$ cat src/rtl/abcd_pkg.sv
// abcd_pkg -- shared definitions for the ABCD serial deserializer.
//
// Holds the FSM state encoding, the number of reassembled words and the
// default widths used by abcd_deserializer and its sub-module.
//
// Optional feature macro: PARITY_CHECK_EN (adds the PARITY state).

package abcd_pkg;

    localparam int NUM_WORDS  = 4;
    localparam int DEF_DATA_W = 8;
    localparam int DEF_CNT_W  = 16;

    // Fixed encoding so the debug state output stays stable across builds,
    // whether or not the PARITY state is compiled in.
    typedef enum logic [2:0] {
        IDLE      = 3'd0,
        DATA      = 3'd1,
`ifdef PARITY_CHECK_EN
        PARITY    = 3'd2,
`endif
        STOP      = 3'd3,
        WAIT_IDLE = 3'd4
    } state_t;

endpackage

$ cat src/rtl/abcd_shift_reg.sv
// abcd_shift_reg -- MSB-first serial-in/parallel-out shift register.
//
// Ports:
//   clk        in   clock, rising edge
//   reset      in   asynchronous active-high reset, clears contents
//   clr_i      in   synchronous clear (wins over shift_en_i)
//   shift_en_i in   shift sin_i into the LSB, older bits move toward the MSB
//   sin_i      in   serial data bit
//   data_o     out  WIDTH-bit parallel contents; the first bit shifted in
//                   ends up in the MSB after WIDTH shifts

module abcd_shift_reg #(
    parameter int WIDTH = 32
) (
    input  logic             clk,
    input  logic             reset,
    input  logic             clr_i,
    input  logic             shift_en_i,
    input  logic             sin_i,
    output logic [WIDTH-1:0] data_o
);

    logic [WIDTH-1:0] data_q;
    logic [WIDTH-1:0] data_d;

    always_comb begin
        data_d = data_q;
        if (clr_i) begin
            data_d = '0;
        end else if (shift_en_i) begin
            data_d = {data_q[WIDTH-2:0], sin_i};
        end
    end

    always_ff @(posedge clk or posedge reset) begin
        if (reset) begin
            data_q <= '0;
        end else begin
            data_q <= data_d;
        end
    end

    assign data_o = data_q;

endmodule

$ cat src/rtl/abcd_deserializer.sv
// abcd_deserializer -- receives a framed serial word group and reassembles
// four DATA_W-bit words A, B, C, D.
//
// Frame on sin (one bit per clk, line idles high):
//   start 0, 4*DATA_W data bits (A first, D last, each MSB first),
//   [even parity bit when PARITY_CHECK_EN is defined], stop 1.
//
// Optional feature macro: PARITY_CHECK_EN
//   defined   -> PARITY state present, parity_err reports even-parity errors
//   undefined -> no parity bit in the frame, parity_err is constant 0
//
// Ports:
//   clk        in   clock, all state changes on the rising edge
//   reset      in   asynchronous active-high reset
//   sin        in   serial line
//   A,B,C,D    out  words of the last good frame (held between frames)
//   valid      out  one-cycle strobe, A..D updated; there is no ready --
//                   the consumer must take the words while they are held
//   frame_err  out  one-cycle strobe, stop bit sampled as 0
//   parity_err out  one-cycle strobe, parity mismatch with a good stop bit
//   frame_cnt  out  count of good frames, wraps silently
//   state_dbg  out  current FSM state (abcd_pkg::state_t encoding)

module abcd_deserializer
    import abcd_pkg::*;
#(
    parameter int DATA_W = DEF_DATA_W,
    parameter int CNT_W  = DEF_CNT_W
) (
    input  logic              clk,
    input  logic              reset,
    input  logic              sin,
    output logic [DATA_W-1:0] A,
    output logic [DATA_W-1:0] B,
    output logic [DATA_W-1:0] C,
    output logic [DATA_W-1:0] D,
    output logic              valid,
    output logic              frame_err,
    output logic              parity_err,
    output logic [CNT_W-1:0]  frame_cnt,
    output logic [2:0]        state_dbg
);

    localparam int FRAME_BITS = NUM_WORDS * DATA_W;
    localparam int BCW        = $clog2(FRAME_BITS);

    state_t                  state_q, state_d;
    logic [BCW-1:0]          bit_cnt_q, bit_cnt_d;
    logic [FRAME_BITS-1:0]   words_q, words_d;
    logic [CNT_W-1:0]        cnt_q, cnt_d;
    logic                    valid_q, valid_d;
    logic                    ferr_q, ferr_d;
    logic                    sr_clr;
    logic                    sr_shift;
    logic [FRAME_BITS-1:0]   sr_data;
    logic                    last_bit;
`ifdef PARITY_CHECK_EN
    logic                    perr_q, perr_d;
    logic                    par_bad_q, par_bad_d;
`endif

    abcd_shift_reg #(
        .WIDTH (FRAME_BITS)
    ) u_shift_reg (
        .clk        (clk),
        .reset      (reset),
        .clr_i      (sr_clr),
        .shift_en_i (sr_shift),
        .sin_i      (sin),
        .data_o     (sr_data)
    );

    assign last_bit = (bit_cnt_q == BCW'(FRAME_BITS - 1));

    always_comb begin
        state_d   = state_q;
        bit_cnt_d = bit_cnt_q;
        words_d   = words_q;
        cnt_d     = cnt_q;
        valid_d   = 1'b0;
        ferr_d    = 1'b0;
        sr_clr    = 1'b0;
        sr_shift  = 1'b0;
`ifdef PARITY_CHECK_EN
        perr_d    = 1'b0;
        par_bad_d = par_bad_q;
`endif
        case (state_q)
            IDLE: begin
                if (!sin) begin
                    state_d   = DATA;
                    bit_cnt_d = '0;
                    sr_clr    = 1'b1;
`ifdef PARITY_CHECK_EN
                    par_bad_d = 1'b0;
`endif
                end
            end
            DATA: begin
                sr_shift  = 1'b1;
                bit_cnt_d = bit_cnt_q + BCW'(1);
                if (last_bit) begin
`ifdef PARITY_CHECK_EN
                    state_d = PARITY;
`else
                    state_d = STOP;
`endif
                end
            end
`ifdef PARITY_CHECK_EN
            PARITY: begin
                // Even parity: data bits plus parity bit must XOR to 0.
                par_bad_d = sin ^ (^sr_data);
                state_d   = STOP;
            end
`endif
            STOP: begin
                // A bad stop bit outranks a parity mismatch.
                if (!sin) begin
                    ferr_d  = 1'b1;
                    state_d = WAIT_IDLE;
                end
`ifdef PARITY_CHECK_EN
                else if (par_bad_q) begin
                    perr_d  = 1'b1;
                    state_d = IDLE;
                end
`endif
                else begin
                    words_d = sr_data;
                    cnt_d   = cnt_q + CNT_W'(1);
                    valid_d = 1'b1;
                    state_d = IDLE;
                end
            end
            WAIT_IDLE: begin
                // A broken frame leaves the line low; a new start bit is
                // only trusted once the line has returned to idle.
                if (sin) begin
                    state_d = IDLE;
                end
            end
            default: begin
                state_d = IDLE;
            end
        endcase
    end

    always_ff @(posedge clk or posedge reset) begin
        if (reset) begin
            state_q   <= IDLE;
            bit_cnt_q <= '0;
            words_q   <= '0;
            cnt_q     <= '0;
            valid_q   <= 1'b0;
            ferr_q    <= 1'b0;
`ifdef PARITY_CHECK_EN
            perr_q    <= 1'b0;
            par_bad_q <= 1'b0;
`endif
        end else begin
            state_q   <= state_d;
            bit_cnt_q <= bit_cnt_d;
            words_q   <= words_d;
            cnt_q     <= cnt_d;
            valid_q   <= valid_d;
            ferr_q    <= ferr_d;
`ifdef PARITY_CHECK_EN
            perr_q    <= perr_d;
            par_bad_q <= par_bad_d;
`endif
        end
    end

    assign A          = words_q[4*DATA_W-1 -: DATA_W];
    assign B          = words_q[3*DATA_W-1 -: DATA_W];
    assign C          = words_q[2*DATA_W-1 -: DATA_W];
    assign D          = words_q[DATA_W-1   -: DATA_W];
    assign valid      = valid_q;
    assign frame_err  = ferr_q;
`ifdef PARITY_CHECK_EN
    assign parity_err = perr_q;
`else
    assign parity_err = 1'b0;
`endif
    assign frame_cnt  = cnt_q;
    assign state_dbg  = state_q;

endmodule

$ cat config.mk
export PLATFORM = sky130hd
export DESIGN_NAME = abcd_deserializer
export DESIGN_NICKNAME = d
export VERILOG_FILES = /design/src/rtl/abcd_pkg.sv /design/src/rtl/abcd_shift_reg.sv /design/src/rtl/abcd_deserializer.sv
export SDC_FILE = /design/constraint.sdc
export NUM_CORES = 1
export LEC_CHECK = 0
export CORE_UTILIZATION = 56
export CTS_CLUSTER_DIAMETER = 30
export DETAILED_ROUTE_END_ITERATION = 8
export PLACE_DENSITY = 0.83
export SLEW_MARGIN = 25
export SYNTH_ARGS = -nofsm -noshare
export SYNTH_HDL_FRONTEND = slang
export SYNTH_SLANG_ARGS = --single-unit
$ cat constraint.sdc
create_clock -name clk -period 5.1 [get_ports clk]
set_input_delay 1.53 -clock clk [delete_from_list [all_inputs] [get_ports clk]]
set_output_delay 1.53 -clock clk [all_outputs]
set_load 0.1 [all_outputs]
# Word level (Yosys, flattened, before mapping)
# Cells that the tools add are included.
[word_totals]
reg_bits = 90
in_bits = 3
out_inout_bits = 54
elab_cells = 37
[classes]
addsub = 2
eq_ne = 7
n_mux = 15
reduce_logical = 6
[ops]
columns = ["operator", "n"]
rows = [
  ["2-to-1 mux 32 bit", 2],
  ["adder 16 x 1 -> 16 bit, second input constant", 1],
  ["2-to-1 mux 3 bit", 4],
  ["case mux 3 bit (4 select lines)", 1],
  ["case mux 5 bit (2 select lines)", 1],
  ["2-to-1 mux 1 bit", 6],
  ["inequality test 2 bit, second input constant", 3],
  ["adder 5 x 1 -> 5 bit, second input constant", 1],
  ["equality test 5 bit, second input constant", 1],
  ["2-to-1 mux 5 bit", 1],
  ["AND reduction 2 bit", 2],
  ["nonzero test 2 bit", 2],
  ["equality test 3 x 1 -> 1 bit, second input constant", 1],
  ["equality test 3 x 2 -> 1 bit, second input constant", 1],
  ["equality test 3 bit, second input constant", 1],
  ["logical NOT 3 bit", 1],
  ["AND reduction 3 bit", 1],
]

# Depth between registers and ports, before layout
# Gate-level depths: netlist of the first run.
[depth]
depth_word = 4
ltp_mapped = 5
ltp_nobuf = 5

# By module
# From an unflattened synthesis of the first run, not the netlist that was laid out.
[hier_totals]
cells_unflattened = 337
area_unflattened_um2 = 3662.3
[by_module_without_submodules]
columns = ["module", "instances", "cells_each", "area_each_um2", "seq_area_each_um2"]
rows = [
  ["abcd_deserializer", 1, 233, 2334.7, 1451.4],
  ["abcd_shift_reg", 1, 104, 1327.5, 800.8],
]

# Least setup slack after synthesis of the first run
# OpenSTA, ideal clock, no wires.
[synth_path]
kind = "register to output"
startpoint = "reg state_q[0], in the netlist state_dbg[0]"
endpoint = "out state_dbg[0]"
arrival_ns = 1.011
t_required_ns = 3.570
setup_slack_ns = 2.559
path_stages_with_launch = 1
n_path_buf = 0
cell_sequence = "dfrtp_1"
[synth_rtl]
columns = ["element", "line", "text"]
rows = [
  ["from (decl)", "abcd_deserializer.sv:47", "state_t state_q, state_d;"],
  ["from (signal assigned)", "abcd_deserializer.sv:162", "state_q <= state_d;"],
  ["to (decl)", "abcd_deserializer.sv:41", "output logic [2:0] state_dbg"],
]
# No word-level cell between the ends.

# Worst setup path after layout of the first run
[layout_path]
startpoint = "reg state_q[0], in the netlist state_dbg[0]"
endpoint = "out state_dbg[0]"
# No word-level cell between the ends.

==> results.cfg, run 1 <==
[final_layout]
seqCellArea_mm2 = 0.002252
drive_above_1_share_pct = 8.264
multi_input_area_mm2 = 0.001121
nFillCells = 423
n_antenna_cell = 0
finalNonFillerCells = 438
fin_util_pct = 71.89
most-common-layout-cells = 104 x nand2_1, 90 x dfrtp_1, 55 x clkdlybuf4s50_1, 34 x a22o_1
nets = 364
area_growth_pct = 23.48
mostFrequentLayoutCell = nand2_1
final_area_mm2 = 0.004257

[synthesis]
yosysTopAreaCellShare_pct = 65.34
syn_inst = 301
syn_nets = 307
synth_flop_cell = dfrtp_1
synth_area_mm2 = 0.003447
synth.distinct_cells = 31
avgSynthCellArea_um2 = 11.45
async_flop_share_pct = 100.0
synth-edff-count = 0
yosys_warnings = 0
yosys_register_bits = 90
yosys-top-cells-area = dfrtp_1 65%, nand2_1 11%, a22o_1 8.6%, xnor2_1 2.3%, xor2_1 1.8%
yosysTopAreaCell = dfrtp_1
ys_seq_area_share_pct = 65.34

[drt]
dr.pass1.iters = 4
postRouteWirelength_um = 6175
route.antenna.remaining_nets = 0
drc = 0
wl_per_cell_um = 14.10
drt_iter0_drc = 116
routed-via-count = 2371
via_per_inst = 5.413

[floorplanning]
die_x_um = 80.46
die-area_mm2 = 0.006473
coreArea_mm2 = 0.005921
die_y_um = 80.46
io_pins = 57
start_util_pct = 58.22
core.rowCount = 28

[sta]
slew_headroom_pct = 34.50
slew_violations = 0
min_period_ps = 3545
fin_crit_sh_pct = 69.52
grt_setup_unrepaired = false
setup-violations-final = 0
hold_viol = 0
worst_pin_slew_ps = 979.4
max_freq_mhz = 282.1
fin_skew_ps = 7.083
finalSetupTns_ps = 0

[place]
hpwl_um = 4048
place_area_mm2 = 0.004071
io_buffers = 55
place_congestion = 0.7506
dp.cells = 422

[global_routing]
grt_max_degree = 41
top_usage_layer = met2
grt_pass1_wl_um = 10450
grt_pass1_vias = 2262
gr-usage-met1_pct = 31.05
use_met3_pct = 4.318
antenna_found_initial = 0
grt_usage_pct = 21.66
gr-usage-met2_pct = 32.46
overflow = 0

[worst_setup_path]
reg2reg_to = words_q[28]
rrSetupSlack_ps = 3000
cp.required_ps = 3570
startpoint = state_dbg[0]
critical_path.max_stage_delay_ps = 1180
critical_path_class = reg -> out
crit_chain = clkdlybuf4s50_1
crit_path_end = state_dbg[0]
r2r_start = state_dbg[0]
end_kind = output port
cp_num_buf_inv = 1
reg2regPathDepth = 4
slowest_stage = clkdlybuf4s50_1
crit_fanout = 6
worstPathArrival_ps = 2020
worst-path-stages = 1
crit_family = buffers and inverters
startpoint_type = flop

[power_and_ir_drop]
leakage_nw = 2.107
power.density_mw_per_mm2 = 636.3
ir_drop_mv = 0.4407

[clocking]
htree_levels = 3
cts_made_buffers = 9
cts_root_buf = clkbuf_8
clk_latency_ps = 340
cts_sinks = 90
cts_tree = yes
cts_buffer_depth = 2
ctsHoldBuffers = 0
cts_setup_buffers = 0
cts_resized = 0
clk_pin_slew_ps = 80

[worst_hold_path]
hold_path.class = reg -> reg

[status]
outcome = completed

[flow_run]
drv_cap = 0
[registers in the layout (all words and copies together) (netlist names)]
signal,cells
words_q,32
valid,1
bit_cnt_q,5
u_shift_reg.data_o,32
frame_cnt,16
frame_err,1
state_dbg,3
[how the worst min path moves through the flow]
stage | from | to | slack [ps] | cells after the start
floorplan | u_shift_reg.data_o[31] | words_q[31] | 440 | 2
global placement | u_shift_reg.data_o[31] | words_q[31] | 460 | 2
detailed placement | u_shift_reg.data_o[31] | words_q[31] | 460 | 2
CTS | words_q[8] | words_q[8] | 480 | 2
global route | words_q[13] | words_q[13] | 490 | 2
finish | words_q[13] | words_q[13] | 470 | 2
[layer usage]
layer  wire (um)  vias to the layer above
li1            -                     1117
met1        3032                     1195
met2        2831                       52
met3         244                        7
met4          66                        0
met5           0                        -
[synth_stat cells, types with 2 or more instances]
library cell / instances
inv_1: 2
nand3_1: 5
a21oi_1: 2
dfrtp_1: 90
nand4_1: 4
o21ai_1: 2
a22o_1: 34
buf_4: 2
xor2_1: 7
xnor2_1: 9
nor2_1: 5
clkbuf_1: 9
ha_1: 3
and3_1: 5
buf_2: 3
nand2_1: 104
[area by class of cell]
class | instances | share of cell area, %
well taps | 75 | 2.205
repair buffers | 60 | 13.82
inverters | 4 | 0.3821
flip-flops and latches | 90 | 52.91
multi-input cells | 193 | 26.34
clock inverters | 6 | 1.352
clock buffers | 10 | 2.998
[metrics by stage]
stage	setup WS, ps	power (mW)	hold slack [ps]
6_report	1555	2.709	474.0
5_1_grt	1473	2.841	494.2
4_1_cts	1533	2.724	481.6
3_5_place_dp	1401	2.268	461.4
3_3_place_gp	1451	2.247	457.6
2_1_floorplan	1235	2.002	439.6
[logic make-up (layout without fill, tap and decap cells)]
family,count (synthesis),count (layout),synth area share [%]
flip-flops,90,90,65.34
AO/OA/AOI/OAI,39,39,9.474
AND/OR/NAND/NOR,133,133,17.31
XOR/XNOR,16,16,4.065
other,1,1,0.1088
adder cells (fa/ha/maj),3,3,1.089
multiplexers,1,1,0.3267
buffers and inverters,18,80,2.286
[power by group]
part / leakage, nW / switching (mW) / internal (mW)
clock: 0.0958 / 0.230 / 0.223
combinational: 0.823 / 0.821 / 0.331
sequential: 1.19 / 0.171 / 0.933
(Power assumes the default switching activity.)
==> inputs of run 2 (changes only) <==
- CORE_UTILIZATION: 56 -> 47
- PLACE_DENSITY: 0.83 -> 0.75
- clock period: 5.1 -> 3.1 ns (I/O delays scaled with it)
==> run 2 against run 1 <==
Effect of this change: flip-flop and latch count is the same; die area grew 19%; worst hold slack gained 3.2 ps; clock power grew 91%; wire length shrank 5.1%; clock skew shrank 0.64 ps; register-to-register slack lost 1600 ps; clock-buffer cell count is the same; final cell count grew 4.8%; sequential share of layout area grew 0.47 points; critical path depth grew 5; critical path type is now in -> reg; critical endpoint is now frame_cnt[15]; largest cell class unchanged; largest power group unchanged; highest routed layer unchanged.
==> results.cfg, run 2 (synthesis results as in run 1) <==
[sta]
grt_setup_unrepaired = false
fin_crit_sh_pct = 76.16
setup_slack_ps = 739.1
max_freq_mhz = 423.6
fin_skew_ps = 6.439
finalSetupTns_ps = 0
slew_violations = 0
hold_viol = 0
min_period_ps = 2361
setup-violations-final = 0

[clocking]
cts_made_buffers = 9
cts_setup_buffers = 0
clk_pin_slew_ps = 80
clk_latency_ps = 340
cts_sinks = 90
cts_resized = 0
cts_buffer_depth = 2
cts_root_buf = clkbuf_8
htree_levels = 3
cts_tree = yes
ctsHoldBuffers = 0

[global_routing]
grt_usage_pct = 17.33
antenna_found_initial = 0
grt_pass1_vias = 2208
grt_max_degree = 91
grt_pass1_wl_um = 10140
overflow = 0

[status]
outcome = completed

[drt]
via_per_inst = 4.961
wl_per_cell_um = 12.76
route.antenna.remaining_nets = 0
routed-via-count = 2277
drc = 0
dr.pass1.iters = 4
wl_met2_um = 2642
top_layer = met4
postRouteWirelength_um = 5858
routed-wl-met3_um = 202
wl_met1_um = 2891
drt_iter0_drc = 111

[final_layout]
most-common-layout-cells = 104 x nand2_1, 90 x dfrtp_1, 56 x buf_4, 34 x a22o_1, 10 x clkbuf_8
fin_util_pct = 60.76
nets = 364
final_area_mm2 = 0.004219
mostFrequentLayoutCell = nand2_1
n_antenna_cell = 0
area_growth_pct = 22.40
drive_above_1_share_pct = 23.14
finalNonFillerCells = 459

[place]
io_buffers = 55
pre_cts_ws_ps = 368.2
place_area_mm2 = 0.003993
hpwl_um = 3733
dp.cells = 443
place_congestion = 0.7328

[power_and_ir_drop]
power.density_mw_per_mm2 = 1071
ir_drop_mv = 0.4102
leakage_nw = 2.227

[floorplanning]
core.rowCount = 30
io_pins = 57
start_util_pct = 49.64
coreArea_mm2 = 0.006944
die_x_um = 87.64
die-area_mm2 = 0.007681
die_y_um = 87.64

[worst_hold_path]
hold_path.class = reg -> reg

[worst_setup_path]
crit_chain = clkdlybuf4s50_1 > nand4b_4 > buf_4 > nor3_4 > nand4_1 > xnor2_1
startpoint_type = input port
crit_fanout = 36
slowest_stage = clkdlybuf4s50_1
end_kind = flop
cp.required_ps = 3330
worstPathArrival_ps = 2590
critical_path_class = in -> reg
critical_path.max_stage_delay_ps = 610

[flow_run]
drv_cap = 0
[run 2: power breakdown]
part           switching, mW  leakage [nW]  internal [mW]  total (mW)
sequential             0.269          1.19           1.53        1.80
combinational           1.35         0.930          0.500        1.85
clock                  0.390         0.109          0.477       0.867
[run 2: stage by stage]
stage | hold WS, ps | power, mW
floorplan | 439.6 | 3.294
global placement | 448.9 | 3.647
detailed placement | 463.7 | 3.682
CTS | 485.7 | 4.563
global route | 503.8 | 4.757
finish | 477.2 | 4.518
[run 2: per-layer routing]
layer | vias to the layer above | GRT usage (%)
li1 | 1121 | -
met2 | 45 | 26.35
met3 | 10 | 4.053
met1 | 1101 | 23.46
met4 | 0 | 8.793
met5 | - | 0
[run 2: path summary, 6_finish.rpt]
kind / start / end / slack (ps) / cells past startpoint
min in group asynchronous: reset / frame_cnt[8] / 1070 / 3
max: sin / frame_cnt[15] / 740 / 6
max in group asynchronous: reset / words_q[6] / 1690 / 3
min reg2reg: words_q[26] / words_q[26] / 480 / 2
min: words_q[26] / words_q[26] / 480 / 2
max reg2reg: state_dbg[1] / frame_cnt[15] / 1430 / 5
[run 2: final cells by class]
cell class / instances / area, um^2
clock buffer: 10 / 137.6
clock inverter: 6 / 88.84
fill: 567 / 2725
inverter: 4 / 18.77
multi-input combinational: 193 / 1121
sequential: 90 / 2252
tap: 96 / 120.1
timing repair buffer: 60 / 480.5
[run 2: critical path, delay by kind of cell]
| kind | cells | cell delay, ps |
|---|---|---|
| xor+xnor | 1 | 150 |
| buf+inv | 2 | 890 |
| simple gates | 3 | 630 |
==> inputs of run 3 (changes only) <==
- CORE_UTILIZATION: 47 -> 52
- PLACE_DENSITY: 0.75 -> 0.78
- clock period: 3.1 -> 2.3 ns (I/O delays scaled with it)
==> run 3 against run 2 <==
Effect of this change: core utilization grew 5.2 points; non-clock buffer count up 1; register-to-register slack worse by 800 ps; clock skew rose by 4.8 ps; setup slack worse by 420 ps; die area decreased by 9.4%; clock power increased by 20%; final cell count is 3.9% lower; critical path depth is 1 lower; critical endpoint is now frame_cnt[12]; highest routed layer unchanged.
==> results.cfg, run 3 (synthesis results as in run 1) <==
[global_routing]
grt_pass1_wl_um = 10810
grt_max_degree = 91
overflow = 0
grt_usage_pct = 19.47
antenna_found_initial = 0
grt_pass1_vias = 2319

[final_layout]
nets = 365
mostFrequentLayoutCell = nand2_1
drive_above_1_share_pct = 23.35
nFillCells = 513
most-common-layout-cells = 104 x nand2_1, 90 x dfrtp_1, 54 x buf_4, 34 x a22o_1, 12 x clkbuf_8
n_antenna_cell = 0
area_growth_pct = 22.21
final_area_mm2 = 0.004213

[sta]
grt_setup_unrepaired = false
slew_violations = 0
setup-violations-final = 0
min_period_ps = 1977
setup_slack_ps = 322.8
fin_crit_sh_pct = 85.97
max_freq_mhz = 505.8
fin_skew_ps = 11.24
hold_viol = 0

[worst_setup_path]
worstPathArrival_ps = 2210
startpoint_type = input port
crit_fanout = 5
cp.required_ps = 2530
rrSetupSlack_ps = 630
critical_path_class = in -> reg
slowest_stage = clkdlybuf4s50_1
critical_path.max_stage_delay_ps = 610
end_kind = flop
crit_chain = clkdlybuf4s50_1 > nand2_1 > nor4_2 > nand3_1 > xnor2_1

[drt]
via_per_inst = 5.256
routed-via-count = 2318
postRouteWirelength_um = 6125
drt_iter0_drc = 201
drc = 0
dr.pass1.iters = 4
wl_per_cell_um = 13.89
route.antenna.remaining_nets = 0

[clocking]
cts_root_buf = clkbuf_8
cts_buffer_depth = 2
htree_levels = 3
cts_setup_buffers = 0
ctsHoldBuffers = 0
clk_latency_ps = 350
cts_sinks = 90
cts_resized = 0
clk_pin_slew_ps = 90
cts_tree = yes
cts_made_buffers = 9

[power_and_ir_drop]
ir_drop_mv = 0.9590
power.density_mw_per_mm2 = 1423
total_power_mw = 5.994
leakage_nw = 2.234

[floorplanning]
core.rowCount = 29
die_x_um = 83.42
die_y_um = 83.42
coreArea_mm2 = 0.006386
die-area_mm2 = 0.006959
start_util_pct = 53.98
io_pins = 57

[place]
pre_cts_ws_ps = -45.00
io_buffers = 55
hpwl_um = 3913
place_congestion = 0.8003
place_area_mm2 = 0.004014

[flow_run]
drv_cap = 0

[status]
outcome = completed

[worst_hold_path]
hold_path.class = reg -> reg
## run 3: routing by layer
| layer | routed length, um | global-route usage [%] |
|---|---|---|
| met1 | 2941 | 27.29 |
| met2 | 2855 | 29.96 |
| met3 | 252 | 3.280 |
| met4 | 76 | 9.245 |
| met5 | 0 | 0 |
## run 3: worst paths after layout
path | end | cells past startpoint | start
min in group asynchronous | words_q[1] | 3 | reset
min | words_q[3] | 2 | words_q[3]
max reg2reg | frame_cnt[12] | 4 | state_dbg[0]
max | frame_cnt[12] | 5 | sin
min reg2reg | words_q[3] | 2 | words_q[3]
max in group asynchronous | words_q[10] | 3 | reset
## run 3: metrics by stage
stage               utilization (%)  hold slack, ps  cells  setup TNS [ps]
floorplan                         -           439.6    301               0
global placement              62.85           454.7    425               0
detailed placement            62.85           463.6    425          -45.00
CTS                           65.97           484.9    441               0
global route                  65.97           504.7    441               0
finish                        65.97           480.4    441               0
## run 3: area by class of cell
type                       instances  area, um^2  share of cell area [%]
timing repair buffer              61       525.5                   12.47
clock buffer                      12       165.2                   3.920
tap                               77       96.34                   2.287
inverter                           4       18.77                  0.4455
clock inverter                     4       33.78                  0.8019
multi-input combinational        193        1121                   26.61
sequential                        90        2252                   53.46
## run 3: worst max-delay path: cells and delay by family
kind	cells	cell delay [ps]
AND/OR/NAND/NOR	3	740
buffers and inverters	1	610
XOR/XNOR	1	160
## run 3: where the power goes
group / switching, mW / internal, mW / leakage, nW / total (mW)
logic: 1.83 / 0.700 / 0.946 / 2.53
registers: 0.362 / 2.07 / 1.19 / 2.43
clock network: 0.547 / 0.490 / 0.0992 / 1.04
